**src/rtl/pipeline_stall_ctrl.sv**
```systemverilog
// Pipeline stall/flush controller with a data-memory wait FSM.
// Freezes or bubbles the pipeline and counts the cycles the PC is held.
module pipeline_stall_ctrl #(
    parameter int unsigned TIMEOUT = 255,
    parameter int unsigned CNT_W   = 32
) (
    input  logic             clk_i,
    input  logic             rst_i,
    input  logic             hd_bubble_i,
    input  logic             branch_taken_i,
    input  logic             mem_rd_i,
    input  logic             mem_wr_i,
    input  logic             mem_ack_i,
    output logic             pc_write_o,
    output logic             if_id_write_o,
    output logic             if_id_flush_o,
    output logic             id_ex_bubble_o,
    output logic             pipe_stall_o,
    output logic             mem_req_o,
    output logic             mem_we_o,
    output logic             mem_err_o,
    output logic [CNT_W-1:0] stall_cnt_o
);

    typedef enum logic [1:0] {
        RUN,
        MEM_WAIT,
        ERR
    } state_t;

    localparam logic [7:0] WAIT_LAST = 8'(TIMEOUT - 1);

    state_t     state;
    logic [7:0] wait_cnt;
    logic       acc;
    logic       in_err;
    logic       mstall;
    logic       hd_sel;
    logic       br_sel;

    // While reset is held the outputs behave as if the FSM were in RUN.
    assign in_err = ~rst_i & (state == ERR);
    assign acc    = mem_rd_i | mem_wr_i;
    assign mstall = (acc & ~mem_ack_i & ~in_err) | in_err;
    assign hd_sel = ~mstall & hd_bubble_i;
    assign br_sel = ~mstall & ~hd_bubble_i & branch_taken_i;

    assign mem_req_o = acc & ~in_err;
    assign mem_we_o  = mem_wr_i & mem_req_o;

    always_comb begin
        pc_write_o     = 1'b1;
        if_id_write_o  = 1'b1;
        if_id_flush_o  = 1'b0;
        id_ex_bubble_o = 1'b0;
        pipe_stall_o   = 1'b0;
        unique case (1'b1)
            mstall: begin
                pc_write_o    = 1'b0;
                if_id_write_o = 1'b0;
                pipe_stall_o  = 1'b1;
            end
            hd_sel: begin
                pc_write_o     = 1'b0;
                if_id_write_o  = 1'b0;
                id_ex_bubble_o = 1'b1;
            end
            br_sel: begin
                if_id_flush_o = 1'b1;
            end
            default: begin
                pc_write_o    = 1'b1;
                if_id_write_o = 1'b1;
            end
        endcase
    end

    always_ff @(posedge clk_i) begin
        if (rst_i) begin
            state     <= RUN;
            wait_cnt  <= '0;
            mem_err_o <= 1'b0;
        end else begin
            unique case (state)
                RUN: begin
                    if (acc && !mem_ack_i) begin
                        state    <= MEM_WAIT;
                        wait_cnt <= '0;
                    end
                end
                MEM_WAIT: begin
                    if (mem_ack_i) begin
                        state <= RUN;
                    end else if (wait_cnt == WAIT_LAST) begin
                        state     <= ERR;
                        mem_err_o <= 1'b1;
                    end else begin
                        wait_cnt <= wait_cnt + 8'd1;
                    end
                end
                ERR: begin
                    state <= ERR;
                end
                default: begin
                    state <= RUN;
                end
            endcase
        end
    end

    // Saturating count of cycles in which the PC was held.
    always_ff @(posedge clk_i) begin
        if (rst_i) begin
            stall_cnt_o <= '0;
        end else if (!pc_write_o && stall_cnt_o != '1) begin
            stall_cnt_o <= stall_cnt_o + CNT_W'(1);
        end
    end

endmodule

```
**config.mk**
```make
export PLATFORM = sky130hd
export DESIGN_NAME = pipeline_stall_ctrl
export DESIGN_NICKNAME = d
export VERILOG_FILES = /design/src/rtl/pipeline_stall_ctrl.sv
export SDC_FILE = /design/constraint.sdc
export NUM_CORES = 1
export LEC_CHECK = 0
export CORE_ASPECT_RATIO = 0.75
export CORE_UTILIZATION = 35
export CTS_CLUSTER_SIZE = 20
export DETAILED_ROUTE_END_ITERATION = 6
export SLEW_MARGIN = 20
export SYNTH_ARGS = -nofsm -noshare
export SYNTH_HDL_FRONTEND = slang
export SYNTH_SLANG_ARGS = --single-unit
```
**constraint.sdc**
```tcl
create_clock -name clk_i -period 4.4 [get_ports clk_i]
set_input_delay 0.88 -clock clk_i [delete_from_list [all_inputs] [get_ports clk_i]]
set_output_delay 0.88 -clock clk_i [all_outputs]
set_load 0.05 [all_outputs]
```
# Word-level counts from Yosys, hierarchy flattened
# Index checks and enable logic that the tools add are counted.
dict set report word_totals {
  word_cells 50
  register_bits 43
  rom_bits 0
  memories 0
  latchBits 0
  ramBits 0
}
dict set report op_classes {
  multipliers 0
  reduce_logical 9
  add_sub_neg 2
  eq_ne 8
  div 0
  mux 12
  n_lt_le_gt_ge 0
  shift 0
  n_bitwise 15
}
# op n
set op_table {}
lappend op_table {{32-bit by 1-bit adder with 32-bit output (second input constant)} 1}
lappend op_table {{32-bit inequality test (second input constant)} 1}
lappend op_table {{8-bit two-way mux} 3}
lappend op_table {{8-bit case mux with 2 select lines} 1}
lappend op_table {{8-bit by 1-bit adder with 8-bit output (second input constant)} 1}
lappend op_table {{1-bit bitwise AND} 8}
lappend op_table {{8-bit equality test (second input constant)} 1}
lappend op_table {{2-bit two-way mux} 3}
lappend op_table {{2-bit inequality test (second input constant)} 3}
lappend op_table {{2-bit case mux with 3 select lines} 1}
lappend op_table {{1-bit NOT} 5}
lappend op_table {{1-bit two-way mux} 4}
lappend op_table {{4-bit AND reduction} 1}
lappend op_table {{3-bit inequality test (second input constant)} 1}
lappend op_table {{3-bit AND reduction} 1}
lappend op_table {{2-bit by 1-bit equality test with 1-bit output (second input constant)} 1}
lappend op_table {{2-bit equality test (second input constant)} 1}
lappend op_table {{1-bit logical AND} 2}
lappend op_table {{2-bit zero test} 1}
lappend op_table {{1-bit bitwise OR} 2}
lappend op_table {{2-bit AND reduction} 1}
lappend op_table {{2-bit nonzero test} 1}
lappend op_table {{2-bit OR reduction} 1}
lappend op_table {{1-bit zero test} 1}

# Longest topological paths before layout
# Gate-level depths: netlist of run 1.
dict set report logic_depth {
  ltp_word 9
  mapped_depth 9
}

# Worst setup path after synthesis of run 1
# No wires, ideal clock.
dict set report synth_path {
  path_type {input -> output}
  startpoint {in rst_i}
  endpoint {out if_id_flush_o}
  stages 5
  path_buffers 1
  required_ns 3.520
  t_arrival_ns 2.425
  path_slack_ns 1.095
  cell_sequence {buf_6 -> nor3b_1 -> or3_2 -> inv_1 -> and2_1}
}
dict set report synth_between {
  elab_chain_len 9
}
# element line
set synth_rtl {}
lappend synth_rtl {{from (decl)} 8} ;# input logic rst_i,
lappend synth_rtl {{1-bit NOT (*)} 42} ;# assign in_err = ~rst_i & (state == ERR);
lappend synth_rtl {{1-bit bitwise AND (*)} 42}
lappend synth_rtl {{1-bit NOT} 44} ;# assign mstall = (acc & ~mem_ack_i & ~in_err) | in_err;
lappend synth_rtl {{1-bit bitwise AND} 44}
lappend synth_rtl {{1-bit bitwise OR (*)} 44}
lappend synth_rtl {{1-bit NOT (*)} 46} ;# assign br_sel = ~mstall & ~hd_bubble_i & branch_taken_i;
lappend synth_rtl {{1-bit bitwise AND (*) (2 in series)} 46}
lappend synth_rtl {{1-bit two-way mux (*)} 57} ;# unique case (1'b1)
lappend synth_rtl {{to (decl)} 16} ;# output logic if_id_flush_o,
# Every way passes the cells marked *; elsewhere a longest branch is shown, timed or not.

# Final worst setup path of run 1
dict set report layout_path {
  startpoint {in mem_ack_i}
  endpoint {out if_id_flush_o}
}
dict set report layout_between {
  elab_chain_len 8
}
# element line
set layout_rtl {}
lappend layout_rtl {{from (decl)} 13} ;# input logic mem_ack_i,
lappend layout_rtl {{1-bit NOT (no line)} n/a}
lappend layout_rtl {{1-bit bitwise AND (2 in series)} 44}
lappend layout_rtl {{1-bit bitwise OR} 44}
lappend layout_rtl {{1-bit NOT} 46}
lappend layout_rtl {{1-bit bitwise AND (2 in series)} 46}
lappend layout_rtl {{1-bit two-way mux} 57}
# Every way passes these cells.

==> impl_metrics.toml, run 1 <==
[cts]
tritoncts = "done"
cts_setup_buffers = 0
clock_latency_ns = 0.29
clock_sinks = 43
numCtsBuffers = 5
holdBufCountCts = 0
clockRootBuffer = "clkbuf_8"
clkTransAtPathRegs_ns = 0.08
cts_resized = 0
htreeDepth = 2
clk_path_buf_depth = 2

[placement]
gp_congestion = 0.782
io_buffers = 46
preCtsSetupSlack_ns = 0.864
dpl.hpwl_mm = 3.80
placed_cells = 381

[final_layout]
instances_no_fill = 389
diodes = 0
final_core_util = 0.487
layout-drive-gt1-share = 0.103
area_growth_pct = 30.0
nNetsFinal = 320
nFillCells = 589

[setup_path]
crit_path_end_kind = "output port"
cp.required_ns = 3.52
crit_fanout = 6
worstPathArrival_ns = 2.68
worstSetupPathType = "primary input to output port"
cp-start-kind = "primary input"

[global_routing]
grtUsageTotal = 0.169
grt_pass1_vias = 1899
grt_busiest_layer = "met1"
gr-usage-met2 = 0.249
met3_usage = 0.0382
use_met1 = 0.252
grt_max_degree = 36
antenna_found_initial = 0
grt_pass1_wl_mm = 9.05
overflow = 0

[outcome]
status = "completed"

[floorplan]
rows = 24
core_area_sq_um = 5980
boundaryPins = 47
start_util = 0.375
dieArea_sq_um = 6720
die_w_um = 94.3
die_h_um = 71.3

[pwr]
vdd_drop_max_mv = 0.170
power_leakage_uw = 0.000939
power.density_nw_per_um2 = 275

[timing]
fin_crit_ns = 3.56
finClkSkew_ns = 0.00543
finalWorstSetupSlack_ns = 0.836
rsz0062_at_grt = "false"
maxSlewViolCount = 0
hold_violations = 0
period_share = 0.810
worst_slew_pin_slew_ns = 0.948
relSlewSlack = 0.365
setup_viol = 0
fin_setup_tns_ns = 0
max_freq_mhz = 281

[worst_hold_path]
min_path_type = "flip-flop to flip-flop"

[yosys]
syn_nets = 280
yosys_register_bits = 43
yosysUniqueCellTypes = 45
netlist_instances = 270
yosys-top-cells-area = "dfxtp_1 (38%), a21oi_1 (5.8%), o31ai_1 (5.7%)"
syn-cell-area_sq_um = 2240
synth-seq-area-share = 0.385
synth_largest_area_cell = "dfxtp_1"
avgSynthCellArea_sq_um = 8.29
synth_top_area_frac = 0.385
yosys_warnings = 0

[route]
finalWirelength_mm = 5.29
drt_iter0_markers = 129
drcViolationCount = 0
postRouteAntennaNets = 0
routedWlPerCell_um = 13.6
vias = 2148
via_per_inst = 5.52
first_pass_iters = 4

[run]
drv_cap = 0
## cell usage after synthesis
cell	n
and4_1	3
mux2i_1	1
or4_1	14
inv_1	7
ha_1	3
or4_4	1
o211a_1	1
or3b_2	1
o21ba_2	1
nand4b_1	1
nand2_1	15
nor2_1	22
buf_4	1
xnor2_1	1
o21a_1	1
or4_2	3
dfxtp_1	43
o31ai_1	17
and2_1	5
buf_6	2
or2_2	2
mux2_2	2
nor3_1	8
a311oi_1	1
o21ai_0	9
xor2_1	8
and3_1	5
nand3b_1	1
or3_1	9
buf_2	3
or3_2	2
o41ai_1	1
dlygate4sd3_1	1
and2_2	1
a31oi_1	1
nor2b_1	4
clkbuf_1	9
nor3b_1	1
nand3_1	14
a21oi_1	26
nor4_1	2
o211ai_1	2
nand4_1	13
nand4_2	1
o31a_1	1
## final timing paths
check | slack [ns] | cells after the start | from | to
worst max register to register | 1.87 | 5 | state[1] | stall_cnt_o[31]
worst min register to register | 0.50 | 2 | mem_err_o | mem_err_o
worst min-delay path | 0.50 | 2 | mem_err_o | mem_err_o
worst max-delay path | 0.84 | 6 | mem_ack_i | if_id_flush_o
## cell type report
type	count	area [sq um]	share of cell area
multi-input cells	204	1280	0.439
flip-flops and latches	43	861	0.296
clock inverters	2	35.0	0.0120
inverters	7	26.3	0.00903
clock buffers	6	82.6	0.0284
repair buffers	49	531	0.182
well taps	78	97.6	0.0335
## layout by cell type (no fill, tap or decap), drive strengths merged, types with 2 or more instances in the layout
cell type,count
inv,7
buf,9
nand4,14
nor3,8
a21oi,26
clkbuf,6
o31ai,17
nor2b,4
nor2,22
xor2,8
o211ai,2
ha,3
and3,5
and2,6
nand2,15
nand3,14
clkdlybuf4s50,40
and4,3
mux2,2
nor4,2
dfxtp,43
or3,11
o21ai,9
or2,2
or4,18
## worst max-delay path, stage by stage
cell,delay (ns)
clkdlybuf4s50_1,0.52
o21ba_2,0.18
or3_2,0.49
inv_1,0.25
and2_1,0.22
buf_12,0.14
## per-layer routing
metal / wire [um] / share of wire
met1: 2740 / 0.52
met2: 2220 / 0.42
met3: 294 / 0.056
met4: 25 / 0.0047
met5: 0 / 0
## logic make-up (layout without fill, tap and decap cells)
logic type,Yosys count,in the layout,synth area share
AOI/OAI and AO/OA,61,61,0.169
xor gates and xnor gates,9,9,0.0352
DFF,43,43,0.385
buffers and inverters,23,64,0.0514
and+or+nand+nor,128,128,0.329
muxes,3,3,0.0145
adders and majority gates,3,3,0.0168
## flip-flops by register name, indices dropped and copies added (netlist names)
name,cells
wait_cnt,8
state,2
mem_err_o,1
stall_cnt_o,32
## report_power, final
part	total, uW	internal [uW]	switching, uW	leakage [uW]
Combinational	83.7	33.1	50.6	0.000531
Clock	315	184	132	0.0000612
Sequential	399	394	5.68	0.000347
## metrics by stage
| stage | total power (uW) | hold WS (ns) | area (sq um) |
|---|---|---|---|
| CTS | 808 | 0.510 | 2900 |
| detailed placement | 492 | 0.493 | 2780 |
| floorplan | 460 | 0.472 | 2240 |
| global placement | 492 | 0.461 | 2780 |
| global route | 832 | 0.533 | 2910 |
| finish | 799 | 0.503 | 2910 |
No activity file was read; power rests on OpenSTA's default activity.
==> run 2: changes to the inputs <==
- clock period: 4.4 -> 3.73 ns (I/O delays scaled with it)
==> run 2 against run 1 <==
Compared with the run above:
- via count fell by 0.51%
- clock-buffer cell count is 1 higher
- total power is 7.8% higher
- global-route usage fell by 0.072 points
- clock skew up 0.0050 ns
- critical endpoint unchanged
- largest cell class unchanged
- largest power group unchanged
- highest routed layer unchanged
==> impl_metrics.toml, run 2 (synthesis results as in run 1) <==
[cts]
htreeDepth = 2
cts_setup_buffers = 0
clock_sinks = 43
holdBufCountCts = 0
tritoncts = "done"
clockRootBuffer = "clkbuf_8"
numCtsBuffers = 5
cts_resized = 0
clk_path_buf_depth = 2
clock_latency_ns = 0.29
clkTransAtPathRegs_ns = 0.07

[route]
drcViolationCount = 0
drt_iter0_markers = 83
first_pass_iters = 4
finalWirelength_mm = 5.33
postRouteAntennaNets = 0
via_per_inst = 5.49
routedWlPerCell_um = 13.7
vias = 2137

[pwr]
power_switching_uw = 224
power.density_nw_per_um2 = 299
p_sw_frac = 0.261
comb_power_share = 0.116
pwr-share-seq = 0.548
power_uw = 861
vdd_drop_max_mv = 0.164
pwr-share-clk = 0.336
intPower_uw = 637
power_leakage_uw = 0.000925

[floorplan]
core_area_sq_um = 5980
start_util = 0.375
rows = 24
dieArea_sq_um = 6720
die_w_um = 94.3
die_h_um = 71.3
boundaryPins = 47

[setup_path]
path_cells = "clkdlybuf4s50_1 -> o21ba_2 -> or3_2 -> inv_1 -> and2_1 -> buf_12"
cp-start-kind = "primary input"
worstSetupPathType = "primary input to output port"
cp.required_ns = 2.98
crit_slowest_cell = "clkdlybuf4s50_1"
worstPathArrival_ns = 2.56
crit_path_end_kind = "output port"
rr_worst_depth = 5
slowest_delay_ns = 0.53
crit_fanout = 6

[final_layout]
nNetsFinal = 320
final_core_util = 0.482
diodes = 0
layout_commonest_cell = "dfxtp_1"
layout-drive-gt1-share = 0.0997
final_cell_mix = "dfxtp_1 (43), clkdlybuf4s50_1 (39), a21oi_1 (26)"
regMostFlops = "stall_cnt_o"
largest_reg_flops = 32
area_growth_pct = 28.8
reg_top3 = "stall_cnt_o x32, wait_cnt x8, state x2"

[timing]
worst_slew_pin_slew_ns = 0.910
fin_setup_tns_ns = 0
fin_crit_ns = 3.30
hold_violations = 0
rsz0062_at_grt = "false"
period_share = 0.886
max_freq_mhz = 303
finClkSkew_ns = 0.0104
maxSlewViolCount = 0
relSlewSlack = 0.391
setup_viol = 0

[worst_hold_path]
min_path_type = "flip-flop to flip-flop"
worstHoldPathCells = 2

[global_routing]
antenna_found_initial = 0
grtUsageTotal = 0.169
grt_pass1_vias = 1882
overflow = 0
grt_pass1_wl_mm = 9.04
grt_max_degree = 36

[run]
drv_cap = 0

[placement]
gp_congestion = 0.783
io_buffers = 46
dpl.hpwl_mm = 3.82

[outcome]
status = "completed"
==> run 2: final cells by class <==
type	instances	area [sq um]
Tap cell	78	97.6
Timing Repair Buffer	49	541
Fill cell	585	3090
Clock inverter	1	5.00
Sequential cell	43	861
Inverter	7	26.3
Clock buffer	7	76.3
Multi-Input combinational cell	204	1280
==> run 2: final timing paths <==
| check | start | endpoint | slack (ns) |
|---|---|---|---|
| max | mem_ack_i | if_id_flush_o | 0.43 |
| min | mem_err_o | mem_err_o | 0.48 |
| max reg2reg | state[1] | stall_cnt_o[21] | 1.27 |
| min reg2reg | mem_err_o | mem_err_o | 0.48 |
==> run 2: metrics by stage <==
step | instances | instance area, sq um | setup slack, ns | hold WS [ns]
2_1_floorplan | 270 | 2240 | 0.693 | 0.472
3_3_place_gp | 381 | 2790 | 0.482 | 0.452
3_5_place_dp | 381 | 2790 | 0.449 | 0.465
4_1_cts | 389 | 2870 | 0.434 | 0.488
5_1_grt | 389 | 2880 | 0.328 | 0.507
6_report | 389 | 2880 | 0.427 | 0.479
==> run 2: worst max-delay path, delay by kind of cell <==
kind            cells  cell delay [ns]
compound gates      1             0.18
buf+inv             3             0.92
simple gates        2             0.71
==> run 2: metal layers <==
metal / track usage / vias up / routed length [um] / part of all wire
met3: 0.0414 / 2 / 239 / 0.045
met1: 0.245 / 1003 / 2810 / 0.53
li1: - / 1093 / - / -
met4: 0.0256 / 0 / 19 / 0.0036
met5: 0 / - / 0 / 0
met2: 0.258 / 39 / 2260 / 0.42
==> run 2: power by group through the flow <==
stage | registers (uW) | logic (uW) | clock network [uW]
floorplan | 493 | 49.2 | 0
global placement | 482 | 100 | 0
detailed placement | 482 | 100 | 0
CTS | 471 | 101 | 300
global route | 472 | 108 | 320
finish | 471 | 99.9 | 289
==> run 3: changes to the inputs <==
--- a/config.mk
+++ b/config.mk
@@ -7,3 +7,2 @@
 export LEC_CHECK = 0
-export CORE_ASPECT_RATIO = 0.75
 export CORE_UTILIZATION = 35
--- a/constraint.sdc
+++ b/constraint.sdc
@@ -3,2 +3,2 @@
 set_output_delay 0.746 -clock clk_i [all_outputs]
-set_load 0.05 [all_outputs]
+set_load 0.01 [all_outputs]
==> run 3 against run 2 <==
Compared with the run above:
- clock power increased by 1%
- final area decreased by 1.9%
- worst setup slack lost 0.24 ns
- first-iteration DRC count is 82% higher
- global-route usage rose by 0.11 points
==> impl_metrics.toml, run 3 (synthesis results as in run 1) <==
[global_routing]
grt_max_degree = 36
grt_pass1_vias = 1844
grt_pass1_wl_mm = 8.76
antenna_found_initial = 0
overflow = 0
grtUsageTotal = 0.170

[floorplan]
rows = 28
start_util = 0.369
core_area_sq_um = 6060
die_w_um = 82.0
die_h_um = 82.0
boundaryPins = 47
dieArea_sq_um = 6720

[placement]
io_buffers = 46
gp_congestion = 0.740
dpl.hpwl_mm = 3.73

[route]
finalWirelength_mm = 5.41
routedWlPerCell_um = 14.0
vias = 2160
drcViolationCount = 0
via_per_inst = 5.58
drt_iter0_markers = 151
first_pass_iters = 4
postRouteAntennaNets = 0

[final_layout]
area_growth_pct = 26.4
nNetsFinal = 321
regArea_sq_um = 861
largest_reg_flops = 32
reg_top3 = "stall_cnt_o x32, wait_cnt x8, state x2"
layout_commonest_cell = "clkdlybuf4s50_1"
multiInputGateArea_sq_um = 1280
regMostFlops = "stall_cnt_o"
diodes = 0
nFillCells = 608
layout-drive-gt1-share = 0.0801
final_cell_mix = "clkdlybuf4s50_1 (46), dfxtp_1 (43), a21oi_1 (26)"

[timing]
worst_slew_pin_slew_ns = 0.901
max_freq_mhz = 282
period_share = 0.950
fin_setup_tns_ns = 0
fin_crit_ns = 3.54
holdWs_ns = 0.498
finClkSkew_ns = 0.00628
hold_violations = 0
maxSlewViolCount = 0
setup_viol = 0
relSlewSlack = 0.395
rsz0062_at_grt = "false"

[worst_hold_path]
worstHoldPathCells = 2
min_path_type = "flip-flop to flip-flop"

[cts]
tritoncts = "done"
holdBufCountCts = 0
clkTransAtPathRegs_ns = 0.08
clock_latency_ns = 0.30
cts_setup_buffers = 0
cts_resized = 0
clockRootBuffer = "clkbuf_8"
clock_sinks = 43
numCtsBuffers = 5
clk_path_buf_depth = 2
htreeDepth = 2

[setup_path]
worstSetupPathType = "primary input to output port"
rr_worst_depth = 5
crit_path_end_kind = "output port"
cp-start-kind = "primary input"
crit_fanout = 6
cp.required_ns = 2.98
worstPathArrival_ns = 2.80

[pwr]
power_leakage_uw = 0.000899
vdd_drop_max_mv = 0.151
power.density_nw_per_um2 = 294

[run]
drv_cap = 0

[outcome]
status = "completed"
==> run 3: final timing paths <==
check / startpoint / end / slack, ns
worst max-delay path: mem_ack_i / if_id_flush_o / 0.19
worst min register to register: mem_err_o / mem_err_o / 0.50
worst max register to register: stall_cnt_o[16] / stall_cnt_o[22] / 1.20
worst min-delay path: mem_err_o / mem_err_o / 0.50
==> run 3: metrics by stage <==
stage / power, uW / setup WS [ns] / cells / cell area [sq um] / util
floorplan: 518 / 1.23 / 270 / 2240 / -
global placement: 548 / 0.232 / 379 / 2740 / 0.452
detailed placement: 548 / 0.196 / 379 / 2740 / 0.452
CTS: 836 / 0.196 / 387 / 2820 / 0.465
global route: 863 / 0.111 / 387 / 2830 / 0.467
finish: 831 / 0.187 / 387 / 2830 / 0.467
==> run 3: area by class of cell <==
class | instances | share of cell area
multi-input combinational | 204 | 0.451
sequential | 43 | 0.304
timing repair buffer | 50 | 0.173
tap | 75 | 0.0332
clock buffer | 7 | 0.0270
inverter | 7 | 0.00929
clock inverter | 1 | 0.00177
==> run 3: where the power goes <==
part	internal [uW]	total (uW)	switching, uW
clock network	132	293	161
logic	32.2	66.1	33.9
registers	465	472	7.20
total	628	831	202
==> run 3: routing by layer <==
metal,track usage,vias to the layer above,part of all wire
li1,-,1093,-
met1,0.234,1005,0.49
met4,0.0474,0,0.011
met3,0.0411,5,0.055
met5,0,-,0
met2,0.260,57,0.44
==> run 3: worst max-delay path: stages <==
cell	delay, ns
clkdlybuf4s50_1	0.52
o21ba_2	0.18
or3_2	0.49
inv_1	0.19
and2_1	0.15
clkdlybuf4s50_1	0.53
